### config.mk
export PLATFORM = sky130hd
export DESIGN_NAME = stream_bit_permuter
export DESIGN_NICKNAME = d
export VERILOG_FILES = /design/src/rtl/stream_bit_permuter.sv
export SDC_FILE = /design/constraint.sdc
export NUM_CORES = 1
export LEC_CHECK = 0
export ABC_CLOCK_PERIOD_IN_PS = 3150
export CORE_MARGIN = 4
export CORE_UTILIZATION = 50
export CTS_CLUSTER_SIZE = 16
export DETAILED_ROUTE_END_ITERATION = 12
export PLACE_DENSITY = 0.79
export SYNTH_ARGS = -nofsm -noshare
export SYNTH_HDL_FRONTEND = slang
export SYNTH_SLANG_ARGS = --single-unit
### constraint.sdc
create_clock -name clk -period 3.15 [get_ports clk]
set_input_delay 0.4725 -clock clk [delete_from_list [all_inputs] [get_ports clk]]
set_output_delay 0.4725 -clock clk [all_outputs]
set_load 0.03 [all_outputs]
### src/rtl/stream_bit_permuter.sv
// stream_bit_permuter: two-stage valid/ready pipeline that permutes each word by its tagged mode
//   clk        : clock, all state on rising edge
//   resetn     : asynchronous active-low reset
//   din/mode   : input word and permutation select (0 bit rev, 1 byte rev, 2 per-byte bit rev, 3 pass)
//   din_valid  : producer offers din/mode
//   din_ready  : block accepts a word this cycle
//   dout       : permuted word from stage 2
//   dout_valid : dout holds a result
//   dout_ready : consumer accepts dout
//   out_count  : delivered-word counter, wraps modulo 2^COUNT_WIDTH
module stream_bit_permuter #(
   parameter int DATA_WIDTH  = 32,
   parameter int COUNT_WIDTH = 16
) (
   input  logic                   clk,
   input  logic                   resetn,
   input  logic [DATA_WIDTH-1:0]  din,
   input  logic [1:0]             mode,
   input  logic                   din_valid,
   output logic                   din_ready,
   output logic [DATA_WIDTH-1:0]  dout,
   output logic                   dout_valid,
   input  logic                   dout_ready,
   output logic [COUNT_WIDTH-1:0] out_count
);
   localparam int NB = DATA_WIDTH / 8;
   logic                   s1_valid_q, s1_valid_d;
   logic [DATA_WIDTH-1:0]  s1_data_q, s1_data_d;
   logic [1:0]             s1_mode_q, s1_mode_d;
   logic                   s2_valid_q, s2_valid_d;
   logic [DATA_WIDTH-1:0]  s2_data_q, s2_data_d;
   logic [COUNT_WIDTH-1:0] count_q, count_d;
   logic                   s2_ready, in_xfer, move, out_xfer;
   logic [DATA_WIDTH-1:0]  bit_rev, byte_rev, byte_bit_rev, perm;
   genvar i, k, j;
   for (i = 0; i < DATA_WIDTH; i = i + 1) begin : g_bit
      assign bit_rev[i] = s1_data_q[DATA_WIDTH-1-i];
   end
   for (k = 0; k < NB; k = k + 1) begin : g_byte
      for (j = 0; j < 8; j = j + 1) begin : g_lane
         assign byte_rev[8*k+j]     = s1_data_q[8*(NB-1-k)+j];
         assign byte_bit_rev[8*k+j] = s1_data_q[8*k+7-j];
      end
   end
   assign perm = s1_mode_q == 2'd0 ? bit_rev :
                 s1_mode_q == 2'd1 ? byte_rev :
                 s1_mode_q == 2'd2 ? byte_bit_rev : s1_data_q;
   // Ready propagates backwards combinationally so a full pipe can still stream
   assign s2_ready  = !s2_valid_q || dout_ready;
   assign din_ready = !s1_valid_q || s2_ready;
   assign in_xfer   = din_valid && din_ready;
   assign move      = s1_valid_q && s2_ready;
   assign out_xfer  = s2_valid_q && dout_ready;
   always_comb begin
      s1_valid_d = in_xfer ? 1'b1 : (move ? 1'b0 : s1_valid_q);
      s1_data_d  = in_xfer ? din : s1_data_q;
      s1_mode_d  = in_xfer ? mode : s1_mode_q;
      s2_valid_d = move ? 1'b1 : (dout_ready ? 1'b0 : s2_valid_q);
      s2_data_d  = move ? perm : s2_data_q;
      count_d    = count_q + COUNT_WIDTH'(out_xfer);
   end
   always_ff @(posedge clk or negedge resetn) begin
      if (!resetn) begin
         s1_valid_q <= 1'b0;
         s1_data_q  <= '0;
         s1_mode_q  <= 2'd0;
         s2_valid_q <= 1'b0;
         s2_data_q  <= '0;
         count_q    <= '0;
      end else begin
         s1_valid_q <= s1_valid_d;
         s1_data_q  <= s1_data_d;
         s1_mode_q  <= s1_mode_d;
         s2_valid_q <= s2_valid_d;
         s2_data_q  <= s2_data_d;
         count_q    <= count_d;
      end
   end
   assign dout       = s2_data_q;
   assign dout_valid = s2_valid_q;
   assign out_count  = count_q;
endmodule

==> reports/metrics.yaml, run 1 <==
slowest_delay_ps: 690
max_freq_ghz: 0.440
dp_slack_ps: 842
wirelength_um: 7540
synth_top_cell_area_share_pct: 53.4
endpoint_kind: "output port"
rsz0062_at_grt: "false"
final_max_slew_viol_count: 0
syn-instance-count: 279
r2r_setup_slack_ps: 1240
synth_seq_cells: 84
cts_root_buf: "clkbuf_8"
htreeDepth: 3
fin_ws_ps: 880
cts_tree: "yes"
crit_type: "input pin to output port"
antenna_found_initial: 0
hp-class: "input pin to asynchronous set/reset pin"
cap_violations: 0
whs_ps: 297
p_leak_nw: 2.25
yosysWarnings: 0
die_h_um: 96.8
syn_nets: 320
post_cts_buffers: 0
clk_pin_slew_worst_paths_ps: 80
grt_max_degree: 85
clockPowerShare_pct: 18.8
nets: 404
setup_viol: 0
crit_path_start_kind: "input pin"
comb_power_share_pct: 38.6
worstMarginPinSlew_ps: 1050
switching_share_pct: 35.7
p_sw_mw: 1.35
fill_cells: 629
drt_iter0_drc: 57
timing.final.hold_violations: 0
status: "complete, no violations"
worst_path_dominant_cell_family: "buffers and inverters"
fin_crit_sh_pct: 72.1
peakVddDrop_uv: 435
dp_hpwl_um: 5250
gp_congestion: 0.791
grt_pass1_vias: 2723
portBuffers: 87
netlist_area_sq_um: 3940
grt-ovfl-total: 0
skew_ps: 10.5
synth_edf_count: 0
cts_resized: 0
intPower_mw: 2.43
dieArea_sq_um: 9360
crit_fanout: 3
syn_to_final_growth_pct: 27.5
p_seq_share_pct: 42.5
worst-path-buf-inv: 2
vias_per_cell: 5.27
synth_async_sr_flop_share_pct: 100
synth_area_leader_cell: "dfrtp_1"
cts_buffers: 9
crit_chain: "clkdlybuf4s50_1, nand3b_1, clkdlybuf4s50_1"
slowest_stage: "clkdlybuf4s50_1"
diodes: 0
dr.pass1.iters: 4
pwr_density_cell_nw_per_um2: 751
fin_crit_ps: 2270
start_util_pct: 51.3
io-pin-count: 88
final_util_pct: 65.3
die-width_um: 96.8
core_area_sq_um: 7690
post-route-drc-count: 0
synth_seq_area_share_pct: 53.4
r2r_cells: 3
maxSlewHeadroom_pct: 30.3
synth_area_leaders: "dfrtp_1 (53%), mux2_2 (19%), mux2i_1 (16%), xor2_1 (2.4%), buf_2 (1.0%)"
setup_tns_ps: 0
design_power_total_mw: 3.77
grt_use_total_pct: 17.1
grt_pass1_wl_um: 13000
hold_buffers: 0
rr_startpoint: "s1_mode_q[0]$_DFFE_PN0P_"
layout-drive-gt1-share_pct: 22.8
yosysUniqueCellTypes: 22
synthTopCellsByCount: "dfrtp_1 (84), mux2_2 (65), mux2i_1 (64)"
r2r_end: "dout[2]$_DFFE_PN0P_"
cts.sinks: 84
cp.arrival_ps: 1800
wl_per_cell_um: 16.0
vias: 2476
synth.avg_cell_area_sq_um: 14.1
clk_path_buf_depth: 2
cp_common_cell: "clkdlybuf4s50_1"
yosysMostFrequentCell: "dfrtp_1"
clk_latency_ps: 340
synth_ff_type: "dfrtp_1"
std_cell_rows: 32
cp.required_ps: 2680
ant_nets: 0
cell usage in the layout (no fill, tap or decap), types with 4 or more instances in the layout:
| cell type | instances |
|---|---|
| clkdlybuf4s50_1 | 86 |
| nor2_1 | 4 |
| mux2_2 | 65 |
| nand2_1 | 4 |
| xor2_1 | 11 |
| mux2i_1 | 64 |
| dfrtp_1 | 82 |
| clkbuf_8 | 12 |
| nand4_1 | 4 |
| nor4_1 | 5 |
| nand3_1 | 6 |
cell families after synthesis:
logic type / count (synthesis) / synth area share [%]
muxes: 130 / 35.1
DFF: 84 / 53.4
buffers and inverters: 16 / 2.73
xor gates and xnor gates: 14 / 3.11
adders and majority gates: 3 / 0.953
and+or+nand+nor: 32 / 4.73
per-layer routing:
layer	track usage [%]	routed length, um
met3	3.97	296
met1	20.4	3190
met4	6.70	162
met5	0	0
met2	29.9	3890
metrics by stage:
step,instances,area [sq um]
after global routing,470,5020
final,470,5020
after global placement,454,4840
after CTS,470,5020
after floorplan,279,3940
after detailed placement,454,4840
worst max path at each step:
| stage | from | endpoint | slack (ps) | cells past startpoint |
|---|---|---|---|---|
| CTS | dout_ready | din_ready | 870 | 3 |
| finish | dout_ready | din_ready | 880 | 3 |
| detailed placement | dout_ready | s1_mode_q[1]$_DFFE_PN0P_ | 840 | 4 |
| global route | dout_ready | din_ready | 820 | 3 |
| floorplan | dout_valid$_DFFE_PN0P_ | s1_data_q[10]$_DFFE_PN0P_ | 1350 | 4 |
| global placement | dout_ready | din_ready | 890 | 3 |
flip-flops by register name, indices dropped and copies added (netlist names):
name / flops
out_count: 16
s1_mode_q: 2
s1_valid_q: 1
s1_data_q: 32
dout: 32
dout_valid: 1
area by class of cell:
cell class	count	area (sq um)	area share (%)
Sequential cell	84	2100	41.9
Clock inverter	1	5.00	0.0996
Multi-Input combinational cell	179	1730	34.4
Clock buffer	15	176	3.51
Inverter	1	3.75	0.0747
Tap cell	102	128	2.54
Timing Repair Buffer	88	876	17.4
power by group through the flow:
stage          clock network [mW]  registers (mW)  logic, mW
5_1_grt                     0.783            1.65       1.56
3_5_place_dp                    0            1.63       1.48
4_1_cts                     0.735            1.61       1.48
3_3_place_gp                    0            1.61       1.45
2_1_floorplan                   0            1.95      0.553
6_report                    0.709            1.60       1.46
worst reg2reg max path, delay by kind of cell (launching register included):
family | cells | cell delay (ps)
flip-flops | 1 | 980
multiplexers | 3 | 820
Note: power is estimated with default switching activity, not from simulation.
==> inputs of run 2 (changes only) <==
--- a/config.mk
+++ b/config.mk
@@ -5,7 +5,7 @@
 export SDC_FILE = /design/constraint.sdc
 export NUM_CORES = 1
 export LEC_CHECK = 0
-export ABC_CLOCK_PERIOD_IN_PS = 3150
+export ABC_CLOCK_PERIOD_IN_PS = 2100
 export CORE_MARGIN = 4
 export CORE_UTILIZATION = 50
 export CTS_CLUSTER_SIZE = 16
==> constraint.sdc (replaced) <==
create_clock -name clk -period 2.1 [get_ports clk]
set_input_delay 0.315 -clock clk [delete_from_list [all_inputs] [get_ports clk]]
set_output_delay 0.315 -clock clk [all_outputs]
set_load 0.03 [all_outputs]
==> reports/metrics.yaml, run 2 (synthesis results as in run 1) <==
setup_viol: 0  # unchanged
vias_per_cell: 5.21  # was 5.27
wl_per_cell_um: 16.1  # was 16.0 um
endpoint_kind: "output port"  # unchanged
gp_congestion: 0.871  # was 0.791
r2r_setup_slack_ps: 400  # was 1240 ps
vias: 2476  # unchanged
cp.arrival_ps: 1670  # was 1800 ps
slowest_delay_ps: 700  # was 690 ps
io-pin-count: 88  # unchanged
ant_nets: 0  # unchanged
htreeDepth: 3  # unchanged
grtUsageMet2_pct: 30.0  # was 29.9%
fill_cells: 601  # was 629
timing.final.hold_violations: 0  # unchanged
rsz0062_at_grt: "false"  # unchanged
cts_tree: "yes"  # unchanged
cp.required_ps: 1780  # was 2680 ps
final_common_cell: "clkdlybuf4s50_1"  # unchanged
design_power_total_mw: 5.77  # was 3.77 mW
multi_input_area_sq_um: 1730  # unchanged
cp_num_cells: 3  # unchanged
grt_pass1_vias: 2714  # was 2,723
use_met3_pct: 3.17  # was 3.97%
hp-class: "input pin to asynchronous set/reset pin"  # unchanged
r2r_cells: 6  # was 3
die-width_um: 96.8  # unchanged
whs_ps: 481  # was 297 ps
cap_violations: 0  # unchanged
final-seq-area_sq_um: 2100  # unchanged
portBuffers: 87  # unchanged
final_max_slew_viol_count: 0  # unchanged
r2r_end: "out_count[12]$_DFF_PN0_"  # was dout[2]$_DFFE_PN0P_
fin_ws_ps: 112  # was 880 ps
clk_pin_slew_worst_paths_ps: 80  # about the same
antenna_found_initial: 0  # unchanged
cts.sinks: 84  # unchanged
clk_path_buf_depth: 2  # unchanged
dieArea_sq_um: 9360  # unchanged
post-route-drc-count: 0  # unchanged
grt_max_degree: 48  # was 85
fin_crit_ps: 1990
crit_path_start_kind: "input pin"  # unchanged
rr_startpoint: "dout_valid$_DFFE_PN0P_"  # was s1_mode_q[0]$_DFFE_PN0P_
cts_buffers: 9  # unchanged
crit_fanout: 3  # unchanged
status: "complete, no violations"  # unchanged
grt_use_met1_pct: 21.0  # was 20.4%
peakVddDrop_uv: 725  # was 435 uV
drt_iter0_drc: 46  # was 57
slowest_stage: "clkdlybuf4s50_1"  # unchanged
max_freq_ghz: 0.503
busiest_layer: "met2"  # unchanged
die_h_um: 96.8  # unchanged
cts_root_buf: "clkbuf_8"  # unchanged
nets: 411  # was 404
clk_latency_ps: 340  # about the same
grt_use_total_pct: 17.3  # was 17.1%
dp_slack_ps: -18.0  # was 842 ps
worst-path-buf-inv: 2  # unchanged
place_inst: 460  # was 454
syn_to_final_growth_pct: 30.7  # was 27.5%
grt-ovfl-total: 0  # unchanged
layout.cells.non_filler: 475  # was 470
cp_common_cell: "clkdlybuf4s50_1"  # unchanged
crit_chain: "clkdlybuf4s50_1, nand3b_1, clkdlybuf4s50_1"  # unchanged
worst_path_dominant_cell_family: "buffers and inverters"  # unchanged
worstMarginPinSlew_ps: 502  # was 1050 ps
core_area_sq_um: 7690  # unchanged
layout-drive-gt1-share_pct: 24.1  # was 22.8%
p_leak_nw: 2.31  # was 2.25 nW
crit_type: "input pin to output port"  # unchanged
maxSlewHeadroom_pct: 66.5  # was 30.3%
layout.cells.most_common_list: "clkdlybuf4s50_1 (86), dfrtp_1 (82), mux2_2 (65)"  # unchanged
dr.pass1.iters: 3  # was 4
std_cell_rows: 32  # unchanged
dp_hpwl_um: 5500  # was 5250 um
pwr_density_cell_nw_per_um2: 1120  # was 751 nW/um^2
start_util_pct: 51.3  # unchanged
post_cts_buffers: 0  # unchanged
wirelength_um: 7650  # was 7540 um
grt_pass1_wl_um: 13100  # was 13,000 um
diodes: 0  # unchanged
skew_ps: 12.6  # was 10.5 ps
fin_crit_sh_pct: 94.7
==> run 2: cell types whose count changed in the layout (fill, tap and decap cells not counted) <==
cell | before | now
dlygate4sd3_1 | 0 | 1
buf_4 | 2 | 3
clkbuf_1 | 3 | 1
bufinv_16 | 0 | 1
buf_12 | 0 | 5
clkbuf_8 | 12 | 11
==> run 2: area by class of cell <==
class	count	share of cell area (%)
tap	102	2.48
timing repair buffer	95	19.3
clock inverter	2	0.680
clock buffer	12	3.01
inverter	1	0.0729
sequential	84	40.9
multi-input combinational	179	33.6
==> run 2: per-stage QoR <==
stage / area, sq um / TNS, ps / utilization [%]
floorplan: 3940 / 0 / -
global placement: 4950 / 0 / 64.4
detailed placement: 4950 / -18.0 / 64.4
CTS: 5150 / 0 / 67.0
global route: 5150 / 0 / 67.0
finish: 5150 / 0 / 67.0
==> run 2: worst max-delay path by stage <==
stage                     slack, ps                   start                   endpoint
after floorplan                 300  dout_valid$_DFFE_PN0P_  s1_data_q[10]$_DFFE_PN0P_
after global placement          140              dout_ready    out_count[12]$_DFF_PN0_
after detailed placement        -20              dout_ready    out_count[12]$_DFF_PN0_
after CTS                       100              dout_ready                  din_ready
after global routing             70              dout_ready                  din_ready
final                           110              dout_ready                  din_ready
==> run 2: worst register-to-register path: stages, from the launching register on <==
cell     delay, ps
dfrtp_1        390
and2_1         170
ha_1           200
ha_1           230
nand2_1        140
nor4_1         320
xor2_1         180
==> run 2: metal layers <==
layer,vias up,share of wire [%]
met1,1240,42
met2,46,53
met5,-,0
met3,10,3.3
met4,0,1.7
li1,1180,-
==> run 2: what timing repair did <==
item / in CTS / in global routing
hold endpoints to repair: 37 / 0
hold buffers: 1 / 0
resized for setup: 0 / 0
==> run 2: power by group <==
part | total, mW | leakage, nW | internal, mW | switching, mW
combinational | 2.28 | 1.21 | 1.12 | 1.16
clock | 1.13 | 0.0983 | 0.601 | 0.525
sequential | 2.37 | 0.998 | 2.03 | 0.340
total | 5.77 | 2.31 | 3.75 | 2.02
==> inputs of run 3 (changes only) <==
--- a/config.mk
+++ b/config.mk
@@ -14,3 +14,4 @@
 export SYNTH_ARGS = -nofsm -noshare
 export SYNTH_HDL_FRONTEND = slang
 export SYNTH_SLANG_ARGS = --single-unit
+export TNS_END_PERCENT = 20
==> results of run 3 <==
Same layout as run 2: the final DEF is identical, and so are final timing and power.
